[src/rtl/dct_sequencer_if.sv]
// Bus bundle between the DCT sequencer, its upstream/downstream ports and the PE array.
interface dct_sequencer_if #(
    parameter int unsigned DATA_W = 32,
    parameter int unsigned RES_W  = 64
);
    logic                     in_valid;
    logic signed [DATA_W-1:0] in_data;
    logic                     in_ready;
    logic                     arr_clr;
    logic signed [DATA_W-1:0] arr_x;
    logic signed [DATA_W-1:0] arr_w0;
    logic signed [DATA_W-1:0] arr_w1;
    logic signed [DATA_W-1:0] arr_w2;
    logic signed [DATA_W-1:0] arr_w3;
    logic signed [RES_W-1:0]  arr_res0;
    logic signed [RES_W-1:0]  arr_res1;
    logic signed [RES_W-1:0]  arr_res2;
    logic signed [RES_W-1:0]  arr_res3;
    logic                     out_valid;
    logic                     out_ready;
    logic signed [RES_W-1:0]  y0;
    logic signed [RES_W-1:0]  y1;
    logic signed [RES_W-1:0]  y2;
    logic signed [RES_W-1:0]  y3;
    logic                     busy;
    logic [15:0]              blk_cnt;

    // Sequencer side
    modport master (
        input  in_valid, in_data, arr_res0, arr_res1, arr_res2, arr_res3, out_ready,
        output in_ready, arr_clr, arr_x, arr_w0, arr_w1, arr_w2, arr_w3,
        output out_valid, y0, y1, y2, y3, busy, blk_cnt
    );

    // Upstream source, downstream sink and PE array side
    modport slave (
        output in_valid, in_data, arr_res0, arr_res1, arr_res2, arr_res3, out_ready,
        input  in_ready, arr_clr, arr_x, arr_w0, arr_w1, arr_w2, arr_w3,
        input  out_valid, y0, y1, y2, y3, busy, blk_cnt
    );
endinterface

[src/rtl/dct_sequencer.sv]
// Controller for the 4-PE 1-D DCT systolic array: load 4 samples, clear, feed skewed
// samples/coefficients, capture Y0..Y3 and hand them downstream.
module dct_sequencer #(
    parameter int unsigned N      = 4,
    parameter int unsigned DATA_W = 32,
    parameter int unsigned RES_W  = 64
) (
    input logic             clk,
    input logic             rst,
    dct_sequencer_if.master bus
);
    typedef enum logic [2:0] {StLoad, StClear, StFeed, StCapture, StOut} state_e;

    state_e                   state_q, state_d;
    logic [1:0]               idx_q, idx_d;
    logic [2:0]               t_q, t_d;
    logic signed [DATA_W-1:0] smp_q [N];
    logic signed [RES_W-1:0]  y_q [N];
    logic [15:0]              blk_cnt_q;
    logic signed [DATA_W-1:0] x_c;
    logic signed [DATA_W-1:0] w_c [N];

    // Q8 basis ROM C[k][n], sign-extended to DATA_W
    function automatic logic signed [DATA_W-1:0] coef(input logic [1:0] k, input logic [1:0] n);
        logic signed [9:0] c;
        c = '0;
        case ({k, n})
            4'h0, 4'h1, 4'h2, 4'h3: c = 10'sd128;
            4'h4:                   c = 10'sd167;
            4'h5:                   c = 10'sd69;
            4'h6:                   c = -10'sd69;
            4'h7:                   c = -10'sd167;
            4'h8, 4'hb:             c = 10'sd128;
            4'h9, 4'ha:             c = -10'sd128;
            4'hc:                   c = 10'sd69;
            4'hd:                   c = -10'sd167;
            4'he:                   c = 10'sd167;
            4'hf:                   c = -10'sd69;
            default:                c = '0;
        endcase
        return {{(DATA_W-10){c[9]}}, c};
    endfunction

    // Next-state logic for the FSM, sample index and feed counter
    always_comb begin
        state_d = state_q;
        idx_d   = idx_q;
        t_d     = t_q;
        unique case (state_q)
            StLoad: begin
                if (bus.in_valid) begin
                    idx_d = idx_q + 2'd1;  // wraps to 0 after the 4th sample
                    if (idx_q == 2'd3) state_d = StClear;
                end
            end
            StClear: begin
                t_d     = 3'd0;
                state_d = StFeed;
            end
            StFeed: begin
                if (t_q == 3'd6) begin
                    t_d     = 3'd0;
                    state_d = StCapture;
                end else begin
                    t_d = t_q + 3'd1;
                end
            end
            StCapture: state_d = StOut;
            StOut:     if (bus.out_ready) state_d = StLoad;
            default:   state_d = StLoad;
        endcase
    end

    // Array drive: sample to PE0, coefficient to PE k delayed k cycles; zero outside FEED
    always_comb begin
        x_c = '0;
        for (int k = 0; k < int'(N); k++) w_c[k] = '0;
        if (state_q == StFeed) begin
            if (t_q < 3'd4) x_c = smp_q[t_q[1:0]];
            for (int k = 0; k < int'(N); k++) begin
                if (t_q >= 3'(k) && (t_q - 3'(k)) <= 3'd3) begin
                    w_c[k] = coef(2'(k), 2'(t_q - 3'(k)));
                end
            end
        end
    end

    // Control state, results and block counter with asynchronous reset
    always_ff @(posedge clk or posedge rst) begin
        if (rst) begin
            state_q   <= StLoad;
            idx_q     <= 2'd0;
            t_q       <= 3'd0;
            blk_cnt_q <= 16'd0;
            for (int k = 0; k < int'(N); k++) y_q[k] <= '0;
        end else begin
            state_q <= state_d;
            idx_q   <= idx_d;
            t_q     <= t_d;
            if (state_q == StCapture) begin
                y_q[0]    <= bus.arr_res0;
                y_q[1]    <= bus.arr_res1;
                y_q[2]    <= bus.arr_res2;
                y_q[3]    <= bus.arr_res3;
                blk_cnt_q <= blk_cnt_q + 16'd1;
            end
        end
    end

    // Sample buffer; contents are don't-care after reset
    always_ff @(posedge clk) begin
        if (state_q == StLoad && bus.in_valid) smp_q[idx_q] <= bus.in_data;
    end

    assign bus.in_ready  = (state_q == StLoad);
    assign bus.busy      = (state_q != StLoad);
    assign bus.arr_clr   = (state_q == StClear);
    assign bus.out_valid = (state_q == StOut);
    assign bus.arr_x     = x_c;
    assign bus.arr_w0    = w_c[0];
    assign bus.arr_w1    = w_c[1];
    assign bus.arr_w2    = w_c[2];
    assign bus.arr_w3    = w_c[3];
    assign bus.y0        = y_q[0];
    assign bus.y1        = y_q[1];
    assign bus.y2        = y_q[2];
    assign bus.y3        = y_q[3];
    assign bus.blk_cnt   = blk_cnt_q;
endmodule

[src/flat_wrapper.sv]
// flat-port wrapper written by rule: the top's interface ports become plain ports
module dct_sequencer_flat 
#(
    parameter int unsigned N      = 4,
    parameter int unsigned DATA_W = 32,
    parameter int unsigned RES_W  = 64
)
  (clk, rst, bus_in_valid, bus_in_data, bus_arr_res0, bus_arr_res1, bus_arr_res2, bus_arr_res3, bus_out_ready, bus_in_ready, bus_arr_clr, bus_arr_x, bus_arr_w0, bus_arr_w1, bus_arr_w2, bus_arr_w3, bus_out_valid, bus_y0, bus_y1, bus_y2, bus_y3, bus_busy, bus_blk_cnt);
  dct_sequencer_if #(.DATA_W(DATA_W), .RES_W(RES_W)) bus_i ();
  input logic clk;
  input logic rst;
  input wire logic [$bits(bus_i.in_valid)-1:0] bus_in_valid;
  input wire logic [$bits(bus_i.in_data)-1:0] bus_in_data;
  input wire logic [$bits(bus_i.arr_res0)-1:0] bus_arr_res0;
  input wire logic [$bits(bus_i.arr_res1)-1:0] bus_arr_res1;
  input wire logic [$bits(bus_i.arr_res2)-1:0] bus_arr_res2;
  input wire logic [$bits(bus_i.arr_res3)-1:0] bus_arr_res3;
  input wire logic [$bits(bus_i.out_ready)-1:0] bus_out_ready;
  output wire logic [$bits(bus_i.in_ready)-1:0] bus_in_ready;
  output wire logic [$bits(bus_i.arr_clr)-1:0] bus_arr_clr;
  output wire logic [$bits(bus_i.arr_x)-1:0] bus_arr_x;
  output wire logic [$bits(bus_i.arr_w0)-1:0] bus_arr_w0;
  output wire logic [$bits(bus_i.arr_w1)-1:0] bus_arr_w1;
  output wire logic [$bits(bus_i.arr_w2)-1:0] bus_arr_w2;
  output wire logic [$bits(bus_i.arr_w3)-1:0] bus_arr_w3;
  output wire logic [$bits(bus_i.out_valid)-1:0] bus_out_valid;
  output wire logic [$bits(bus_i.y0)-1:0] bus_y0;
  output wire logic [$bits(bus_i.y1)-1:0] bus_y1;
  output wire logic [$bits(bus_i.y2)-1:0] bus_y2;
  output wire logic [$bits(bus_i.y3)-1:0] bus_y3;
  output wire logic [$bits(bus_i.busy)-1:0] bus_busy;
  output wire logic [$bits(bus_i.blk_cnt)-1:0] bus_blk_cnt;
  assign bus_i.in_valid = bus_in_valid;
  assign bus_i.in_data = bus_in_data;
  assign bus_i.arr_res0 = bus_arr_res0;
  assign bus_i.arr_res1 = bus_arr_res1;
  assign bus_i.arr_res2 = bus_arr_res2;
  assign bus_i.arr_res3 = bus_arr_res3;
  assign bus_i.out_ready = bus_out_ready;
  assign bus_in_ready = bus_i.in_ready;
  assign bus_arr_clr = bus_i.arr_clr;
  assign bus_arr_x = bus_i.arr_x;
  assign bus_arr_w0 = bus_i.arr_w0;
  assign bus_arr_w1 = bus_i.arr_w1;
  assign bus_arr_w2 = bus_i.arr_w2;
  assign bus_arr_w3 = bus_i.arr_w3;
  assign bus_out_valid = bus_i.out_valid;
  assign bus_y0 = bus_i.y0;
  assign bus_y1 = bus_i.y1;
  assign bus_y2 = bus_i.y2;
  assign bus_y3 = bus_i.y3;
  assign bus_busy = bus_i.busy;
  assign bus_blk_cnt = bus_i.blk_cnt;
  dct_sequencer #(.N(N), .DATA_W(DATA_W), .RES_W(RES_W)) u_core (.clk(clk), .rst(rst), .bus(bus_i));
endmodule
[config.mk]
export PLATFORM = sky130hd
export DESIGN_NAME = dct_sequencer_flat
export DESIGN_NICKNAME = d
export VERILOG_FILES = /design/src/rtl/dct_sequencer_if.sv /design/src/rtl/dct_sequencer.sv /design/src/flat_wrapper.sv
export SDC_FILE = /design/constraint.sdc
export NUM_CORES = 1
export LEC_CHECK = 0
export ABC_AREA = 1
export CORE_AREA = 2 2 283 285
export CTS_CLUSTER_DIAMETER = 40
export DETAILED_ROUTE_END_ITERATION = 10
export DIE_AREA = 0 0 285 287
export HOLD_SLACK_MARGIN = 0.15
export SYNTH_ARGS = -nofsm -noshare
export SYNTH_HDL_FRONTEND = slang
export SYNTH_SLANG_ARGS = --single-unit
[constraint.sdc]
create_clock -name clk -period 10.95 [get_ports clk]
set_input_delay 3.285 -clock clk [delete_from_list [all_inputs] [get_ports clk]]
set_output_delay 3.285 -clock clk [all_outputs]
set_load 0.005 [all_outputs]
==> results of run 1 <==
## area by class of cell
class | instances | area, um^2
Tap cell | 1050 | 1310
Clock buffer | 106 | 2230
Clock inverter | 41 | 579
Fill cell | 7955 | 51600
Multi-Input combinational cell | 1186 | 4850
Timing Repair Buffer | 711 | 7070
Antenna cell | 5 | 12.5
Inverter | 32 | 124
Sequential cell | 408 | 10900
## flip-flops by register name, indices dropped and copies added (netlist names)
register and cells:
u_core.smp_q 128, u_core.bus.y0 64, u_core.bus.y1 64, u_core.bus.y2 64
u_core.bus.y3 64, u_core.bus.blk_cnt 16, u_core.state_q 3, u_core.t_q 3
u_core.idx_q 2
## routing by layer
layer  wire (um)  track usage, %  vias up
met3        5910            5.85      130
met4        2390            5.99        4
met5          23               0        -
met2       27800            22.7      591
met1       22100            15.3     6460
li1            -               -     6736
## power breakdown
| group | total, mW | internal [mW] | switching, mW |
|---|---|---|---|
| sequential | 2.44 | 2.14 | 0.300 |
| clock | 2.53 | 1.66 | 0.863 |
| combinational | 2.74 | 1.41 | 1.32 |
## Yosys cell counts
| master | instances | area, um^2 |
|---|---|---|
| edfxtp_1 | 128 | 3840 |
| nor2_4 | 1 | 11.3 |
| buf_2 | 52 | 260 |
| nand4_1 | 1 | 6.26 |
| buf_1 | 2 | 7.51 |
| xor2_1 | 2 | 17.5 |
| nand3_1 | 10 | 50.1 |
| nand3_2 | 1 | 10.0 |
| o21ai_0 | 69 | 345 |
| nor2_1 | 168 | 631 |
| clkbuf_1 | 26 | 97.6 |
| inv_2 | 2 | 7.51 |
| inv_1 | 29 | 109 |
| dfrtp_1 | 280 | 7010 |
| clkinv_1 | 1 | 3.75 |
| conb_1 | 1 | 3.75 |
| nand3b_1 | 2 | 15.0 |
| nand2_1 | 828 | 3110 |
| o211ai_1 | 1 | 7.51 |
| nor3_1 | 4 | 20.0 |
| xnor2_1 | 8 | 70.1 |
| o22ai_1 | 2 | 12.5 |
| buf_4 | 116 | 871 |
| ha_1 | 16 | 200 |
| a21oi_1 | 35 | 175 |
## cell usage in the layout, fill, tap and decap left out, types with 8 or more instances in the layout
master	synthesis	final
nand3_1	10	10
ha_1	16	16
buf_4	116	21
clkbuf_16	0	82
clkinvlp_4	0	11
bufinv_16	0	9
inv_1	29	28
edfxtp_1	128	128
clkbuf_1	26	15
o21ai_0	69	69
clkbuf_8	0	9
conb_1	1	38
a21oi_1	35	35
nand2_1	828	828
nor2_1	168	163
xnor2_1	8	8
dfrtp_1	280	279
clkdlybuf4s50_1	0	689
inv_6	0	9
## stage by stage
step / total power [mW] / cell area (um^2)
6_report: 7.71 / 27000
5_1_grt: 8.21 / 27000
4_1_cts: 7.85 / 27000
3_5_place_dp: 5.25 / 24200
3_3_place_gp: 5.22 / 24200
2_1_floorplan: 3.56 / 17000
## worst register-to-register path: stages, from the launching register on
cell	delay, ns
dfrtp_1	0.47
nand2_1	0.13
nor2_4	0.08
buf_4	0.41
buf_4	0.55
buf_4	0.78
nand2_1	0.47
nand2_1	0.13
## worst max path at each step
stage / slack (ns) / startpoint / endpoint / depth (start not counted)
6_report: 3.60 / u_core.t_q[0]$_DFFE_PP0N_ / bus_arr_w3[27] / 7
5_1_grt: 3.25 / u_core.t_q[0]$_DFFE_PP0N_ / bus_arr_w3[23] / 7
3_3_place_gp: 4.22 / u_core.t_q[0]$_DFFE_PP0N_ / bus_arr_w3[26] / 7
2_1_floorplan: 3.96 / rst / u_core.bus.blk_cnt[0]$_DFFE_PP0P_ / 1
3_5_place_dp: 4.14 / u_core.t_q[0]$_DFFE_PP0N_ / bus_arr_w3[27] / 7
4_1_cts: 3.45 / u_core.t_q[0]$_DFFE_PP0N_ / bus_arr_w3[27] / 7
## cells by family (layout without fill, tap and decap cells)
logic type / count (synthesis) / in the layout
XOR/XNOR: 10 / 10
AO/OA/AOI/OAI: 107 / 107
AND/OR/NAND/NOR: 1015 / 1015
buffers and inverters: 228 / 890
flip-flops: 408 / 408
adder cells (fa/ha/maj): 16 / 16
other: 1 / 43
==> impl_metrics.py, run 1 <==
metrics = {
    "outcome": {
        "status": "complete, no violations",
    },
    "worst_setup_path": {
        "crit_fanout": 42,
        "r2r-start": "u_core.state_q[1]$_DFFE_PP0P_",
        "slowest_delay_ns": 0.82,
        "path_delay_family": "buffers and inverters",
        "cp-end-kind": "output pin",
        "r2r_slack_ns": 7.85,
        "reg2regPathDepth": 7,
        "setup.worst_path.class": "reg -> out",
        "cp_slowest_cell": "nor2_2",
        "required_ns": 7.67,
        "cp-start-kind": "flop",
        "path_cells": "inv_2, buf_4, ha_1, nand3_1, nand3_1, nor2_2, clkdlybuf4s50_1",
        "worstPathArrival_ns": 4.06,
        "r2r_end": "u_core.bus.y0[1]$_DFFE_PP0P_",
        "critPathMostFrequentCell": "nand3_1",
        "critPathBufInv": 3,
    },
    "timing": {
        "hold_viol": 0,
        "fin_crit_sh_pct": 67.1,
        "finalSetupTns_ns": 0,
        "setup_viol": 0,
        "post-route-min-period_ns": 7.35,
        "max_freq_ghz": 0.136,
        "slew_violations": 0,
        "rsz0062_at_grt": "no",
        "fin_skew_ns": 0.0390,
        "timing.hold.ws_ns": 0.471,
        "maxSlewHeadroom_pct": 30.3,
        "setup_slack_ns": 3.60,
        "worst_pin_slew_ns": 1.05,
    },
    "synthesis": {
        "synth.avg_cell_area_um2": 9.46,
        "synth.ff_latch_count": 408,
        "synth_seq_area_share_pct": 64.2,
        "synth_cell_types": 25,
        "synth_top_family_by_area": "simple AND/OR/NAND/NOR gates",
        "synth_compound_gate_area_share_pct": 3.20,
        "synthSimpleGateAreaFrac_pct": 22.8,
        "synthMuxAreaShare_pct": 0,
        "syn_inst": 1785,
        "syn_area_mm2": 0.0169,
        "synth_xor_area_share_pct": 0.519,
        "yosysWarnings": 0,
        "synthAdderAreaFrac_pct": 1.19,
    },
    "grt": {
        "grt_usage_pct": 13.7,
        "grt_pass1_wl_um": 85100,
        "grt_max_degree": 143,
        "first_global_vias": 13800,
        "antenna_found_initial": 8,
        "grt.overflow.total": 0,
    },
    "detailed_routing": {
        "viasPerCell": 3.93,
        "dr.pass1.iters": 4,
        "drcViolationCount": 0,
        "wl_per_cell_um": 16.4,
        "wirelength_um": 58200,
        "ant_nets": 0,
        "drt_iter0_markers": 579,
        "vias": 13900,
    },
    "clocking": {
        "postCtsSetupRepairBufs": 0,
        "cts_sinks": 408,
        "cts_resized": 0,
        "htreeDepth": 3,
        "root_buffer": "clkbuf_16",
        "clk_pin_slew_worst_paths_ns": 0.05,
        "cts_made_buffers": 81,
        "cts_hold_buf": 0,
        "clkLatencyLatePin_ns": 0.61,
        "cts_tree": "yes",
        "clockBufferDepth": 3,
    },
    "worst_hold_path": {
        "min_delay_worst_endpoint": "u_core.bus.y2[56]$_DFFE_PP0P_",
        "hp-class": "reg -> reg",
        "min_from": "u_core.bus.y2[56]$_DFFE_PP0P_",
        "min_path_cells": 2,
    },
    "die": {
        "ios": 728,
        "num_rows": 103,
        "die-width_um": 285,
        "core_mm2": 0.0786,
        "design.die.area_mm2": 0.0818,
        "start_util_pct": 21.5,
        "fp.dieH_um": 287,
    },
    "place": {
        "dp.cells": 3387,
        "post-place-ws_ns": 4.14,
        "dp_hpwl_um": 41200,
        "gp_congestion": 0.786,
        "numPortBuffers": 689,
    },
    "cells_and_area": {
        "fin_nets": 2728,
        "area_growth_pct": 60.1,
        "drive_gt1_share_pct": 6.60,
        "post-route-util_pct": 34.4,
        "final_cells": 3539,
    },
    "power_and_ir_drop": {
        "p_leak_nw": 11.8,
        "power-per-cell-area_mw_per_mm2": 285,
        "worst_ir_drop_vdd_mv": 0.145,
    },
    "flow_run": {
        "maxCapViolCount": 0,
    },
}
No activity file was read; power rests on OpenSTA's default activity.
==> run 2: changes to the inputs <==
==> constraint.sdc (replaced) <==
create_clock -name clk -period 6.6 [get_ports clk]
set_input_delay 1.98 -clock clk [delete_from_list [all_inputs] [get_ports clk]]
set_output_delay 1.98 -clock clk [all_outputs]
set_load 0.005 [all_outputs]
==> impl_metrics.py, run 2 (synthesis results as in run 1) <==
metrics = {
    "outcome": {
        "status": "complete, no violations",
    },
    "clocking": {
        "clk_pin_slew_worst_paths_ns": 0.05,
        "clockBufferDepth": 3,
        "cts_made_buffers": 73,
        "cts_tree": "yes",
        "htreeDepth": 3,
        "cts_sinks": 408,
        "clkLatencyLatePin_ns": 0.59,
        "postCtsSetupRepairBufs": 0,
        "cts_hold_buf": 0,
        "root_buffer": "clkbuf_16",
        "cts_resized": 0,
    },
    "place": {
        "dp.cells": 3384,
        "post-place-ws_ns": 1.83,
        "numPortBuffers": 689,
        "dp_hpwl_um": 41400,
        "gp_congestion": 0.805,
        "dpl_cell_area_mm2": 0.0242,
    },
    "timing": {
        "rsz0062_at_grt": "no",
        "hold_viol": 0,
        "fin_crit_sh_pct": 80.3,
        "post-route-min-period_ns": 5.30,
        "max_freq_ghz": 0.189,
        "finalSetupTns_ns": 0,
        "slew_violations": 0,
        "setup_slack_ns": 1.30,
        "fin_skew_ns": 0.0304,
        "worst_pin_slew_ns": 1.18,
        "setup_viol": 0,
        "maxSlewHeadroom_pct": 20.9,
    },
    "die": {
        "start_util_pct": 21.5,
        "core_mm2": 0.0786,
        "design.die.area_mm2": 0.0818,
        "num_rows": 103,
        "die-width_um": 285,
        "ios": 728,
        "fp.dieH_um": 287,
    },
    "cells_and_area": {
        "area_growth_pct": 58.8,
        "final_cells": 3524,
        "multi_input_area_mm2": 0.00485,
        "largest_register": "u_core.smp_q",
        "layout_commonest_cell": "nand2_1",
        "fin_area_mm2": 0.0268,
        "largest_reg_flops": 128,
        "fillers": 7958,
        "drive_gt1_share_pct": 6.20,
        "final_cell_mix": "nand2_1, clkdlybuf4s50_1, dfrtp_1",
        "register_area_mm2": 0.0109,
        "fin_nets": 2717,
    },
    "worst_setup_path": {
        "cp-end-kind": "output pin",
        "setup.worst_path.class": "reg -> out",
        "cp-start-kind": "flop",
        "required_ns": 4.62,
        "path_cells": "inv_2, nand3_1, inv_1, nand2_1, a21oi_1, clkdlybuf4s50_1",
        "crit_fanout": 32,
        "slowest_delay_ns": 0.67,
        "worstPathArrival_ns": 3.32,
        "path_delay_family": "simple AND/OR/NAND/NOR gates",
        "cp_slowest_cell": "nand2_1",
        "critPathBufInv": 3,
    },
    "power_and_ir_drop": {
        "pwr-share-comb_pct": 36.1,
        "sw_frac_of_total_pct": 32.0,
        "power.net_switching_mw": 4.00,
        "power-per-cell-area_mw_per_mm2": 465,
        "power.total_mw": 12.5,
        "p_leak_nw": 11.7,
        "intPower_mw": 8.48,
        "worst_ir_drop_vdd_mv": 0.225,
        "clkPwrFrac_pct": 31.3,
        "seqPwrFrac_pct": 32.5,
    },
    "grt": {
        "antenna_found_initial": 19,
        "grt.overflow.total": 0,
        "grt_usage_pct": 13.5,
        "grt_max_degree": 163,
        "grt_pass1_wl_um": 84200,
        "first_global_vias": 13500,
    },
    "detailed_routing": {
        "viasPerCell": 3.91,
        "drcViolationCount": 0,
        "ant_nets": 0,
        "wl_per_cell_um": 16.4,
        "vias": 13800,
        "wirelength_um": 57700,
        "drt_iter0_markers": 753,
        "dr.pass1.iters": 5,
    },
    "flow_run": {
        "maxCapViolCount": 0,
    },
    "worst_hold_path": {
        "hp-class": "reg -> reg",
    },
}
[run 2: power by group through the flow]
| stage | Clock, mW | Combinational [mW] | Sequential [mW] |
|---|---|---|---|
| floorplan | 0 | 1.80 | 4.10 |
| global placement | 0 | 4.58 | 4.06 |
| detailed placement | 0 | 4.61 | 4.06 |
| CTS | 4.02 | 4.62 | 4.06 |
| global route | 4.13 | 4.98 | 4.16 |
| finish | 3.91 | 4.51 | 4.06 |
[run 2: path summary, 6_finish.rpt]
path,startpoint,endpoint,slack [ns],depth (start not counted)
hold / removal,u_core.bus.y1[41]$_DFFE_PP0P_,u_core.bus.y1[41]$_DFFE_PP0P_,0.47,2
max in group asynchronous,rst,u_core.bus.y1[20]$_DFFE_PP0P_,3.72,4
setup reg to reg,u_core.state_q[1]$_DFFE_PP0P_,u_core.bus.y1[54]$_DFFE_PP0P_,4.20,6
setup / recovery,u_core.state_q[2]$_DFFE_PP0P_,bus_arr_x[16],1.30,6
min in group asynchronous,rst,u_core.bus.y1[41]$_DFFE_PP0P_,1.90,3
hold reg to reg,u_core.bus.y1[41]$_DFFE_PP0P_,u_core.bus.y1[41]$_DFFE_PP0P_,0.47,2
[run 2: metrics by stage]
| step | hold WS, ns | utilization, % |
|---|---|---|
| 2_1_floorplan | 0.472 | - |
| 3_3_place_gp | 0.461 | 30.8 |
| 3_5_place_dp | 0.464 | 30.8 |
| 4_1_cts | 0.477 | 34.1 |
| 5_1_grt | 0.484 | 34.1 |
| 6_report | 0.471 | 34.1 |
[run 2: worst reg2reg max path, stage by stage, from the launching register on]
cell,delay (ns)
dfrtp_1,0.47
nand2_1,0.14
nor2_4,0.13
buf_4,0.32
buf_4,0.80
nand2_1,0.36
nand2_1,0.12
[run 2: layout make-up]
class                           count  share of cell area (%)
Tap cell                         1050                    4.90
Antenna cell                        6                  0.0560
Inverter                           32                   0.462
Multi-Input combinational cell   1186                    18.1
Clock buffer                       88                    7.33
Sequential cell                   408                    40.5
Clock inverter                     46                    2.28
Timing Repair Buffer              708                    26.4
[run 2: per-layer routing]
metal / vias up / GRT usage [%] / wire, um
li1: 6712 / - / -
met1: 6377 / 15.9 / 23000
met2: 573 / 22.5 / 27600
met3: 105 / 5.03 / 5280
met4: 18 / 5.01 / 1680
met5: - / 0 / 115
==> patch 1, RTL diff (config.mk and constraints of run 2) <==
`DATA_W` is set to 32 in 3 places; all go to 16.
--- a/src/rtl/dct_sequencer_if.sv
+++ b/src/rtl/dct_sequencer_if.sv
@@ -1,5 +1,5 @@
 // Bus bundle between the DCT sequencer, its upstream/downstream ports and the PE array.
 interface dct_sequencer_if #(
-    parameter int unsigned DATA_W = 32,
+    parameter int unsigned DATA_W = 16,
     parameter int unsigned RES_W  = 64
 );
--- a/src/rtl/dct_sequencer.sv
+++ b/src/rtl/dct_sequencer.sv
@@ -3,5 +3,5 @@
 module dct_sequencer #(
     parameter int unsigned N      = 4,
-    parameter int unsigned DATA_W = 32,
+    parameter int unsigned DATA_W = 16,
     parameter int unsigned RES_W  = 64
 ) (
--- a/src/flat_wrapper.sv
+++ b/src/flat_wrapper.sv
@@ -3,5 +3,5 @@
 #(
     parameter int unsigned N      = 4,
-    parameter int unsigned DATA_W = 32,
+    parameter int unsigned DATA_W = 16,
     parameter int unsigned RES_W  = 64
 )
Ports: changed (6 resized); port bits go from 728 to 632. No check against the original RTL was run, so the function may have changed too.
==> patch 1 against run 2 <==
  * Clock power down 6.9%
  * Power is 10% lower
  * Wire length down 19%
  * Sequential cell count fell by 64
  * Global-route usage is 2.6 points lower
  * Clock skew is 0.0064 ns lower
  * Area after synthesis shrank 17%
  * Die area stayed put
  * Count of clock-buffer cells in the layout down 1
  * Design area shrank 13%
  * Worst setup slack got worse by 0.50 ns
  * Highest routed layer is now met4
==> patch 1: results (changes against run 2) <==
outcome: "finished, final reports clean"
synth_edf_count: 64  # -50%
met1_usage_pct: 12.7  # -3.3 points
fin_nets: 2413  # -11%
worst_pin_slew_ns: 1.03  # -0.150 ns
placed_area_um2: 20900  # -14%
synth_cell_type_count: 23  # -8.0%
clk-power_w: 0.00364  # -6.9%
p_comb_w: 0.00399  # -12%
holdCritStartpoint: "u_core.bus.y1[22]"
synth.mux.area_fraction_pct: 0  # unchanged
wl_met3_um: 3430  # -35%
maxUsedRoutingLayer: "met4"
drt-met1-wl_um: 18600  # -19%
clock_power_share_pct: 32.6  # +1.3 points
stdcell_count: 3226  # -8.5%
post_drt_via_cell_ratio: 3.67  # -6.1%
grtUsageMet3_pct: 3.28  # -1.8 points
ys_top_cells_by_area: "dfrtp_1 50%, nand2_1 22%, edfxtp_1 14%"
synthAdderAreaFrac_pct: 1.44  # +0.25 points
dpl_worst_slack_ns: 1.36  # -0.475 ns
arrival_ns: 3.82  # +0.50 ns
routed_wl_um: 46600  # -19%
yosysSeqAreaShare_pct: 64.1  # -0.17 points
clock_path_buffers: 3  # unchanged
drt_iter0_drc: 578  # -23%
rrSetupSlack_ns: 3.74  # -0.46 ns
slowest_delay_ns: 0.85  # +0.18 ns
antenna_found_initial: 0  # -19
max-vdd-ir-drop_v: 0.000249  # +11%
fin_skew_ns: 0.0241  # -0.00636 ns
hold_end: "u_core.bus.y1[22]"
grt_pass1_vias: 11800  # -12%
holdWs_ns: 0.471  # -0.000103 ns
ff2ff_path_depth: 5  # -1
yosys-top-cells-count: "816 x nand2_1, 280 x dfrtp_1, 99 x nor2_1, 64 x edfxtp_1, 54 x buf_4"
n_antenna_cell: 0  # -6
fill_cells: 8194  # +3.0%
synth_cells: 1522  # -15%
async_flop_share_pct: 81.4  # +13 points
grt_usage_pct: 10.9  # -2.6 points
critPathSlowestCell: "dfrtp_1"
crit_fanout: 20  # -38%
r2r-end: "u_core.bus.y3[6]"
portBuffers: 609  # -12%
wl_met2_um: 22900  # -17%
switching_share_pct: 31.6  # -0.44 points
cts_buffers: 69  # -5.5%
p_leak_nw: 10.5  # -9.9%
grt_pass1_wl_um: 70200  # -17%
gp_congestion: 0.789  # -2.0%
ff_latch_area_um2: 8930  # -18%
grt_use_met2_pct: 18.4  # -4.1 points
synth_compound_area_share_pct: 2.15  # -1.0 points
drive_above_1_share_pct: 6.02  # -0.18 points
yosys.area_share.xor_xnor_pct: 0.754  # +0.24 points
dpl.cell_count: 3100  # -8.4%
post-cts-setup-buffers: 0  # unchanged
grt_start_max_net_pins: 163  # unchanged
place_hpwl_um: 32700  # -21%
-- patch 1: area by class of cell --
class | count | share of cell area (%)
sequential | 344 | 38.3
clock inverter | 39 | 2.38
timing repair buffer | 625 | 26.9
inverter | 36 | 0.596
multi-input combinational | 1045 | 18.2
clock buffer | 87 | 7.96
tap | 1050 | 5.64
-- patch 1: worst max-delay path by stage --
stage / slack [ns] / cells after the start / end / startpoint
finish: 0.80 / 6 / bus_arr_w3[10] / u_core.t_q[1]
global route: 0.44 / 6 / bus_arr_w3[15] / u_core.t_q[1]
CTS: 0.69 / 6 / bus_arr_w3[10] / u_core.t_q[1]
detailed placement: 1.36 / 6 / bus_arr_w3[10] / u_core.t_q[1]
global placement: 1.45 / 6 / bus_arr_w3[15] / u_core.t_q[1]
floorplan: 0.91 / 1 / u_core.bus.blk_cnt[0] / rst
-- patch 1: critical path, delay by kind of cell, from the launching register on --
kind / cells / cell delay [ns]
buf+inv: 2 / 1.11
simple gates: 3 / 0.81
flops: 1 / 0.85
fa+ha+maj: 1 / 0.48
==> patch 2, RTL diff (settings of run 2) <==
Made on the original files. Make the reset (`rst`) synchronous in one clocked block. Comments in the files are not updated.
--- a/src/rtl/dct_sequencer.sv
+++ b/src/rtl/dct_sequencer.sv
@@ -87,5 +87,5 @@
 
     // Control state, results and block counter with asynchronous reset
-    always_ff @(posedge clk or posedge rst) begin
+    always_ff @(posedge clk) begin
         if (rst) begin
             state_q   <= StLoad;
Function: changed (a bounded check fails within 10 cycles, from zero or initial values and one cycle with rst high; the reset may be asserted at any time).
==> patch 2 against run 2 <==
  * Design area is 1.3% higher
  * Wire length is 6.7% lower
  * Critical path depth is 1 higher
  * Area after synthesis is 2.3% higher
  * Clock skew is 0.0018 ns lower
  * Sequential cell count is 2 higher
  * Worst setup slack worse by 0.19 ns
  * Critical path type unchanged
  * Largest cell class unchanged
Power is not compared: it rests on default switching activity, and its combinational part moved more than twofold at a synthesized area within 25%.
==> patch 2: results (changes against run 2) <==
fill_cells: 7799  # -2.0%
place_hpwl_um: 38500  # -6.9%
cts-root-buf: "clkbuf_16"
synthFlopType: "edfxtp_1"
ys_top_cells_by_area: "edfxtp_1 67%, nor2_1 9.4%, inv_1 6.5%"
antenna_found_initial: 3  # -16
regMostFlops: "u_core.y_q"
fin_skew_ns: 0.0287  # -0.00176 ns
gp_congestion: 0.816  # +1.4%
startpoint: "u_core.t_q[0]"
arrival_ns: 3.51  # +0.19 ns
fin_nets: 2501  # -7.9%
slew_headroom_pct: 19.0  # -2.0 points
yosys-top-cells-count: "433 x nor2_1, 384 x edfxtp_1, 300 x inv_1, 116 x buf_4, 72 x o21ai_0"
clk_latency_ns: 0.61  # +0.02 ns
wl_per_cell_um: 16.3  # -0.47%
grt_pass1_wl_um: 76500  # -9.2%
synth_compound_area_share_pct: 3.46  # +0.26 points
yosys.area_share.xor_xnor_pct: 0.0507  # -0.47 points
synth_edf_count: 384  # +200%
drive_above_1_share_pct: 6.31  # +0.11 points
holdCritStartpoint: "u_core.bus.blk_cnt[6]"
drt_iter0_drc: 620  # -18%
synth_cells: 1542  # -14%
dpl.cell_count: 3167  # -6.4%
outcome: "finished, final reports clean"
crit_fanout: 26  # -19%
cts_buffers: 75  # +2.7%
r2r-start: "u_core.state_q[2]"
grt_start_max_net_pins: 105  # -36%
grt_usage_pct: 12.4  # -1.2 points
async_flop_share_pct: 0  # -69 points
critPathSlowestCell: "nor2_2"
largest_reg_flops: 256  # +100%
slowest_delay_ns: 0.77  # +0.10 ns
synthAdderAreaFrac_pct: 1.09  # -0.099 points
-- patch 2: cell count changes in the layout (fill, tap and decap cells not counted), sizes merged, moves of 7 or more --
| cell | before | now |
|---|---|---|
| a21oi | 35 | 45 |
| inv | 40 | 310 |
| dfrtp | 280 | 0 |
| xnor2 | 8 | 1 |
| nand2 | 828 | 66 |
| edfxtp | 128 | 384 |
| nor2 | 169 | 434 |
| dfxtp | 0 | 26 |
-- patch 2: power by group through the flow --
stage	Sequential [W]	Clock, W	Combinational [W]
3_5_place_dp	0.00324	0	0.00120
4_1_cts	0.00319	0.00403	0.00121
5_1_grt	0.00321	0.00414	0.00131
6_report	0.00319	0.00393	0.00118
3_3_place_gp	0.00323	0	0.00119
2_1_floorplan	0.00325	0	0.000536
-- patch 2: layout make-up --
type / instances / share of cell area, %
inverter: 301 / 4.16
clock buffer: 88 / 7.17
clock inverter: 47 / 2.35
antenna: 1 / 0.00922
multi-input combinational: 700 / 11.1
tap: 1050 / 4.84
timing repair buffer: 706 / 26.0
sequential: 410 / 44.4
-- patch 2: final timing paths --
path,endpoint,slack (ns),cells past startpoint
max,bus_arr_w1[20],1.11,7
min,u_core.bus.blk_cnt[6],0.51,2
min reg2reg,u_core.bus.blk_cnt[6],0.51,2
max reg2reg,u_core.y_q[1][36],4.06,4
-- patch 2: metrics by stage --
step	utilization (%)	area [µm²]	power [W]	setup slack, ns
floorplan	-	17400	0.00379	0.655
global placement	31.2	24600	0.00443	1.71
detailed placement	31.2	24600	0.00444	1.58
CTS	34.5	27100	0.00843	0.919
global route	34.5	27100	0.00866	0.722
finish	34.5	27200	0.00831	1.11
-- patch 2: kinds of logic after synthesis --
kind of cell | after synthesis
AOI/OAI and AO/OA | 119
xor gates and xnor gates | 1
adders and majority gates | 15
buffers and inverters | 469
DFF | 410
other | 1
and+or+nand+nor | 527
-- patch 2: metal layers --
metal | global-route usage [%] | share of wire, % | vias up
met1 | 15.2 | 41 | 5667
met3 | 4.01 | 7.6 | 111
met4 | 4.78 | 3.0 | 4
met2 | 20.1 | 48 | 447
li1 | - | - | 6048
met5 | 0 | 0.032 | -
-- patch 2: worst register-to-register path: cells and delay by family (launching register included) --
kind | cells | cell delay (ns)
flops | 1 | 0.33
simple gates | 2 | 1.10
buf+inv | 2 | 0.75
